$ cat src/rtl/fdd_track_flush.sv
// rtl/fdd_track_flush.sv - floppy track buffer flush/reload sequencer over SD sector bursts
// Optional write-back path (WR_XFER, dirty tracking) is built when FDD_WRITEBACK_EN is defined.
module fdd_track_flush #(
  parameter int SECS  = 13,
  parameter int TRK_W = 6
) (
  input  logic             clk_sys,
  input  logic             reset_n,
  input  logic [TRK_W-1:0] track,
  input  logic             buf_we,
  input  logic             img_mounted,
  input  logic             img_readonly,
  input  logic             img_present,
  output logic [31:0]      sd_lba,
  output logic             sd_rd,
  output logic             sd_wr,
  input  logic             sd_ack,
  output logic [3:0]       track_sec,
  output logic             cpu_wait,
  output logic             dirty
);

  localparam logic [1:0] IDLE    = 2'd0;
  localparam logic [1:0] RD_XFER = 2'd2;
`ifdef FDD_WRITEBACK_EN
  localparam logic [1:0] WR_XFER = 2'd1;
`endif
  localparam logic [3:0] LAST_SEC = 4'(SECS - 1);

  logic [1:0]       state;
  logic [TRK_W-1:0] cur_track;
  logic             reload;
  logic             abort;
  logic             ack_q;
  logic             ack_busy;
  logic [31:0]      lba_new;
  logic             ack_rise;
  logic             ack_fall;
  logic             req_on;
  logic             stop_req;
  logic             drop_now;
  logic             trk_change;

`ifdef FDD_WRITEBACK_EN
  logic        wr_q;
  logic        dirty_q;
  logic [31:0] lba_cur;
  assign lba_cur = 32'(SECS) * 32'(cur_track);
  assign sd_wr   = wr_q;
  assign dirty   = dirty_q;
`else
  logic unused_cfg;
  assign unused_cfg = ^{buf_we, img_readonly};
  assign sd_wr      = 1'b0;
  assign dirty      = 1'b0;
`endif

  assign lba_new    = 32'(SECS) * 32'(track);
  assign req_on     = sd_rd | sd_wr;
  assign ack_rise   = sd_ack & ~ack_q;
  // Only a fall that follows a rise seen within this burst counts; a stale ack after reset is ignored.
  assign ack_fall   = ~sd_ack & ack_q & ack_busy;
  assign stop_req   = abort | img_mounted;
  assign drop_now   = req_on & ((ack_rise & ((track_sec == LAST_SEC) | stop_req)) |
                                (ack_busy & stop_req));
  assign trk_change = (track != cur_track) | reload;

  always_ff @(posedge clk_sys or negedge reset_n) begin
    if (!reset_n) begin
      state     <= IDLE;
      sd_rd     <= 1'b0;
      cpu_wait  <= 1'b0;
      track_sec <= 4'd0;
      sd_lba    <= 32'd0;
      cur_track <= '1;
      reload    <= 1'b0;
      abort     <= 1'b0;
      ack_q     <= 1'b0;
      ack_busy  <= 1'b0;
`ifdef FDD_WRITEBACK_EN
      wr_q      <= 1'b0;
      dirty_q   <= 1'b0;
`endif
    end else begin
      ack_q <= sd_ack;
      if (img_mounted) reload <= 1'b1;
      if (img_mounted && state != IDLE) abort <= 1'b1;
`ifdef FDD_WRITEBACK_EN
      if (img_mounted) dirty_q <= 1'b0;
`endif
      case (state)
        IDLE: begin
          ack_busy <= 1'b0;
          abort    <= 1'b0;
`ifdef FDD_WRITEBACK_EN
          if (buf_we && !img_mounted) dirty_q <= 1'b1;
`endif
          if (trk_change) begin
            reload <= img_mounted;
`ifdef FDD_WRITEBACK_EN
            if (dirty_q && !img_readonly && img_present && !img_mounted) begin
              state     <= WR_XFER;
              wr_q      <= 1'b1;
              cpu_wait  <= 1'b1;
              track_sec <= 4'd0;
              sd_lba    <= lba_cur;
            end else
`endif
            if (img_present) begin
              cur_track <= track;
              state     <= RD_XFER;
              sd_rd     <= 1'b1;
              cpu_wait  <= 1'b1;
              track_sec <= 4'd0;
              sd_lba    <= lba_new;
`ifdef FDD_WRITEBACK_EN
              // Reloading overwrites the buffer, so unflushed (read-only) writes are discarded.
              dirty_q   <= 1'b0;
`endif
            end else begin
              cur_track <= track;
            end
          end
        end
        default: begin
          if (drop_now) begin
            sd_rd <= 1'b0;
`ifdef FDD_WRITEBACK_EN
            wr_q  <= 1'b0;
`endif
          end
          if (ack_rise && req_on) begin
            sd_lba   <= sd_lba + 32'd1;
            ack_busy <= 1'b1;
          end
          if (ack_fall) begin
            ack_busy  <= 1'b0;
            track_sec <= track_sec + 4'd1;
            if (!req_on || drop_now) begin
`ifdef FDD_WRITEBACK_EN
              if (state == WR_XFER && !stop_req) begin
                dirty_q   <= 1'b0;
                cur_track <= track;
                state     <= RD_XFER;
                sd_rd     <= 1'b1;
                track_sec <= 4'd0;
                sd_lba    <= lba_new;
              end else
`endif
              begin
                state    <= IDLE;
                cpu_wait <= 1'b0;
              end
            end
          end
        end
      endcase
    end
  end

endmodule

$ cat config.mk
export PLATFORM = sky130hd
export DESIGN_NAME = fdd_track_flush
export DESIGN_NICKNAME = d
export VERILOG_FILES = /design/src/rtl/fdd_track_flush.sv
export SDC_FILE = /design/constraint.sdc
export NUM_CORES = 1
export LEC_CHECK = 0
export BUFFER_PORTS_ARGS = -buffer_cell sky130_fd_sc_hd__buf_4
export CAP_MARGIN = 15
export CORE_MARGIN = 4
export CORE_UTILIZATION = 40
export DETAILED_ROUTE_END_ITERATION = 8
export GPL_TIMING_DRIVEN = 0
export PLACE_DENSITY = 0.63
export SYNTH_ARGS = -nofsm -noshare
export SYNTH_HDL_FRONTEND = slang
export SYNTH_SLANG_ARGS = --single-unit
$ cat constraint.sdc
create_clock -name clk_sys -period 5.2 [get_ports clk_sys]
set_input_delay 0.78 -clock clk_sys [delete_from_list [all_inputs] [get_ports clk_sys]]
set_output_delay 0.78 -clock clk_sys [all_outputs]
set_load 0.03 [all_outputs]
==> results of run 1 <==
## cells in the mapped netlist, drive strengths merged (2+ instances only)
master / number / area (sq um)
o21ai: 32 / 160
a21oi: 27 / 135
nor2b: 3 / 18.8
mux2: 5 / 56.3
nand3: 21 / 105
o41ai: 2 / 17.5
buf: 4 / 25.0
nor3: 3 / 15.0
o22a: 6 / 52.6
mux2i: 2 / 20.0
and3: 7 / 43.8
a211oi: 2 / 15.0
or3: 2 / 12.5
nand4: 14 / 103
ha: 19 / 238
a31oi: 10 / 62.6
or4: 7 / 52.6
xnor2: 9 / 78.8
xor2: 3 / 26.3
o22ai: 2 / 12.5
fa: 3 / 60.1
o31ai: 3 / 27.5
nor2: 22 / 82.6
a21o: 5 / 37.5
o211ai: 4 / 30.0
a41oi: 3 / 26.3
clkbuf: 15 / 57.6
nor4: 4 / 55.1
nand2: 28 / 105
dfstp: 6 / 158
dfrtp: 42 / 1050
a22o: 3 / 26.3
inv: 16 / 60.1
## power groups by stage
stage / registers [mW] / clock network (mW) / logic, mW
2_1_floorplan: 0.665 / 0 / 0.249
3_3_place_gp: 0.586 / 0 / 0.504
3_5_place_dp: 0.586 / 0 / 0.515
4_1_cts: 0.582 / 0.241 / 0.517
5_1_grt: 0.600 / 0.258 / 0.567
6_report: 0.584 / 0.235 / 0.511
## critical path: stages
cell	delay, ns
buf_4	0.13
ha_1	0.31
fa_1	0.51
fa_1	0.47
a21o_1	0.21
a221oi_1	0.31
xnor2_1	0.19
a21oi_1	0.10
o22ai_1	0.16
## how the worst max path moves through the flow
| stage | endpoint |
|---|---|
| after floorplan | sd_lba[9] |
| after global placement | sd_lba[9] |
| after detailed placement | sd_lba[9] |
| after CTS | sd_lba[9] |
| after global routing | sd_lba[9] |
| final | sd_lba[9] |
## metal layers
| metal | GRT usage, % | routed length [microns] | vias up | part of all wire [%] |
|---|---|---|---|---|
| met5 | 0 | 0 | - | 0 |
| met4 | 3.86 | 70 | 0 | 0.90 |
| met3 | 3.33 | 400 | 6 | 5.1 |
| met2 | 28.7 | 3580 | 64 | 46 |
| met1 | 25.9 | 3770 | 1352 | 48 |
| li1 | - | - | 1395 | - |
## flip-flops by register name (all words and copies together), names as in the netlist
register   count
ack_busy       1
sd_lba        32
cpu_wait       1
track_sec      4
reload         1
sd_rd          1
abort          1
cur_track      6
ack_q          1
## logic make-up after synthesis
kind of cell	share of synthesized area [%]
DFF	38.7
xor gates and xnor gates	3.36
and+or+nand+nor	20.5
other	0.120
adders and majority gates	9.53
AOI/OAI and AO/OA	20.7
buffers and inverters	4.69
muxes	2.44
## layout make-up
class                   instances  share of cell area, %
multi-input cells             264                   47.9
plain buffers                  19                   2.23
well taps                      99                   3.35
repair buffers                 48                   9.73
clock buffers                   8                   2.43
flip-flops and latches         48                   32.6
inverters                      17                   1.72
==> metrics.csv, run 1 <==
metric;value;unit
report.final.hold_viol_count;0;
regArea;1210;sq um
syn2layout_area_growth;18.5;%
grt_antenna_before_repair;0;
leakagePower;1.65;nW
dp_cells;495;
viasPerCell;5.60;
grt_max_degree;49;
synth-edff-count;0;
cts.sinks;48;
grt_pass1_vias;2702;
drive_gt1_share;18.6;%
rows;31;
start_kind;primary input;
cp-startpoint;track[1];
drc;0;
power_switching;0.540;mW
ys_seq_elements;48;
dieHeight;96.4;microns
hold_class;in -> async;
hold_buffers;0;
grt_first_pass_wirelength;13.3;mm
cp_max_fo;5;
yosys_warnings;0;
syn_area;3120;sq um
timing.rr.end;sd_lba[14];
cp-end-kind;register;
swShare;40.6;%
num_antenna_cells;0;
ctsResizeCount;0;
finish.utilization;50.0;%
p_clk_share;17.7;%
rsz0062_at_grt;no;
insertion_delay;0.30;ns
die_w;96.4;microns
cts_tree;built;
fmax;0.338;GHz
setup_slack;2.24;ns
p_per_area;359;nW/um^2
async_flop_share;100;%
ys_types;52;
synthCells;347;
post_drt_wl_per_cell;15.5;microns
pwr-share-comb;38.4;%
clk_pin_slew_worst_paths;0.08;ns
cts_setup_buffers;0;
initial_core_util;42.2;%
pwr-share-seq;43.9;%
first_pass_iters;5;
ir_drop;0.230;mV
hold_slack;0.484;ns
power;1.33;mW
routed_wl;7.82;mm
setup_viol;0;
reg2reg_from;cur_track[0];
worstMarginPinSlew;0.818;ns
multiInputGateArea;1770;sq um
vias;2817;
skew;0.00474;ns
cap_violations;0;
arrival;3.17;ns
tns;0;ns
core;7410;sq um
ys_seq_area_share;38.7;%
crit_type;in -> reg;
final.fill_count;721;
slew_violations;0;
postSynthAreaPerCell;9.00;sq um
cts_inserted_buffers;5;
final_common_cell;buf_4;
final_antenna_net_count;0;
gp_congestion;0.788;
cts_buffer_depth;2;
post-place-ws;1.92;ns
critPathRequiredTime;5.41;ns
htree_levels;2;
io_buffers;48;
slew_headroom;45.0;%
ys.flop_type;dfrtp_1;
mostFrequentLayoutCells;buf_4, dfrtp_1, o21ai_0, nand2_1, a21oi_1;
hpwl;5.87;mm
timing.final.crit_share;56.9;%
first_iter_violations;174;
pin_count;53;
reg2reg_depth;6;
dieArea;9290;sq um
intPower;0.789;mW
fin_area;3700;sq um
final_cells;503;
fin_crit;2.96;ns
status;completed;
grt_overflow;0;
track_usage;18.1;%
place_area;3610;sq um
cts_root_buffer;clkbuf_8;
r2r_slack;2.87;ns
fin_nets;438;
(Power assumes the default switching activity.)
==> run 2, diff against run 1 <==
- PLACE_DENSITY: 0.63 -> 0.65
- clock period: 5.2 -> 2.6 ns (I/O delays scaled with it)
==> run 2 against run 1 <==
Effect of this change: core utilization up 0.27 points; cell count unchanged; hold slack got worse by 0.40 ns; final area grew 0.54%.
==> metrics.csv, run 2 (same netlist as run 1, synthesis figures left out) <==
metric;value;unit;change
status;completed;;
cts_buffer_depth;2;;unchanged
grt_first_pass_wirelength;13.2;mm;-1.1%
cap_violations;0;;unchanged
cp_max_fo;5;;unchanged
top_regs;sd_lba: 32 flops, cur_track: 6 flops, track_sec: 4 flops;;
fin_nets;438;;unchanged
leakagePower;1.65;nW;about the same
hpwl;5.83;mm;-0.67%
pwr-share-seq;43.7;%;-0.2 points
pin_count;53;;unchanged
mostFrequentLayoutCells;buf_4, dfrtp_1, o21ai_0, nand2_1, a21oi_1;;
ctsResizeCount;0;;unchanged
clk_pin_slew_worst_paths;0.10;ns;+0.02 ns
grt_overflow;0;;unchanged
cts_inserted_buffers;5;;unchanged
final_common_cell;buf_4;;
vias;2882;;+2.3%
drive_gt1_share;19.6;%;+0.99 points
cts_setup_buffers;0;;unchanged
power;2.68;mW;+100%
grt_antenna_before_repair;0;;unchanged
p_clk_share;18.2;%;+0.5 points
place_area;3610;sq um;unchanged
fin_crit;2.47;ns;
top_register;sd_lba;;
io_buffers;48;;unchanged
track_usage;17.9;%;-0.25 points
viasPerCell;5.73;;+2.3%
crit_type;in -> reg;;
swShare;41.1;%;+0.46 points
first_iter_violations;160;;-8.0%
pwr-share-comb;38.1;%;-0.3 points
rows;31;;unchanged
drc;0;;unchanged
first_pass_iters;5;;unchanged
setup_viol;0;;unchanged
report.final.hold_viol_count;0;;unchanged
arrival;2.68;ns;-0.49 ns
timing.final.crit_share;94.9;%;
cp-end-kind;register;;
grt_pass1_vias;2705;;+0.11%
fin_area;3720;sq um;+0.54%
post_drt_wl_per_cell;15.7;microns;+0.68%
power_switching;1.10;mW;+100%
cts_tree;built;;
slew_violations;0;;unchanged
skew;0.0120;ns;+0.00727 ns
final.fill_count;705;;-2.2%
start_kind;primary input;;
cts.sinks;48;;unchanged
slew_headroom;54.0;%;+9.0 points
cts_root_buffer;clkbuf_8;;
core;7410;sq um;unchanged
finish.utilization;50.2;%;+0.27 points
hold_buffers;0;;unchanged
initial_core_util;42.2;%;unchanged
rsz0062_at_grt;no;;
num_antenna_cells;0;;unchanged
hold_class;in -> async;;
worstMarginPinSlew;0.687;ns;-0.131 ns
syn2layout_area_growth;19.1;%;
final_antenna_net_count;0;;unchanged
routed_wl;7.87;mm;+0.68%
p_per_area;719;nW/um^2;+100%
dieHeight;96.4;microns;unchanged
grt_max_degree;49;;unchanged
reg2reg_depth;6;;unchanged
intPower;1.58;mW;+100%
insertion_delay;0.30;ns;about the same
largest_register_ffs;32;;unchanged
critPathRequiredTime;2.81;ns;-2.60 ns
gp_congestion;0.808;;+2.5%
dieArea;9290;sq um;unchanged
die_w;96.4;microns;unchanged
fmax;0.405;GHz;
ir_drop;0.452;mV;+96%
htree_levels;2;;unchanged
==> run 2: changes by cell type in the layout (fill, tap and decap cells not counted), sizes merged <==
cell      previous run  this run
clkbuf              23        21
clkinvlp             0         2
==> run 2: critical path: stages <==
cell	delay, ns
buf_4	0.13
ha_1	0.30
fa_1	0.49
fa_1	0.46
a21o_1	0.22
a221oi_2	0.26
xnor2_1	0.18
a21oi_1	0.10
o22ai_1	0.15
==> run 2: final cells by class <==
type | count | area [sq um] | area share [%]
multi-input cells | 264 | 1790 | 48.0
repair buffers | 48 | 360 | 9.68
plain buffers | 19 | 82.6 | 2.22
flip-flops and latches | 48 | 1210 | 32.5
clock buffers | 6 | 82.6 | 2.22
clock inverters | 2 | 15.0 | 0.403
inverters | 17 | 63.8 | 1.71
well taps | 99 | 124 | 3.33
==> run 2: path summary, 6_finish.rpt <==
path | from | slack [ns] | to
max in group asynchronous | reset_n | 2.09 | abort
min in group clk_sys | sd_ack | 0.24 | ack_q
max reg2reg | cur_track[0] | 0.21 | sd_lba[14]
min reg2reg | reload | 0.50 | reload
max | track[1] | 0.13 | sd_lba[9]
min | reset_n | 0.09 | sd_lba[16]
==> run 2: power groups by stage <==
stage	clock, mW	combinational, mW	sequential (mW)
6_report	0.487	1.02	1.17
3_3_place_gp	0	1.01	1.17
4_1_cts	0.497	1.03	1.16
2_1_floorplan	0	0.498	1.33
5_1_grt	0.537	1.13	1.20
3_5_place_dp	0	1.03	1.18
==> run 2: per-stage QoR <==
stage / setup WS (ns) / setup TNS, ns / hold slack [ns] / instances
after global routing: 0.0265 / 0 / 0.144 / 503
after CTS: 0.00763 / 0 / 0.133 / 503
after global placement: -0.281 / -0.577 / 0.456 / 495
final: 0.133 / 0 / 0.0887 / 503
after detailed placement: -0.301 / -0.565 / 0.456 / 495
after floorplan: 0.0178 / 0 / 0.0944 / 348
==> run 2: routing by layer <==
| metal | vias to the layer above | GRT usage [%] | wire [microns] |
|---|---|---|---|
| met5 | - | 0 | 0 |
| met3 | 6 | 3.18 | 441 |
| met4 | 0 | 3.62 | 53 |
| li1 | 1399 | - | - |
| met1 | 1392 | 24.7 | 3550 |
| met2 | 85 | 29.4 | 3830 |
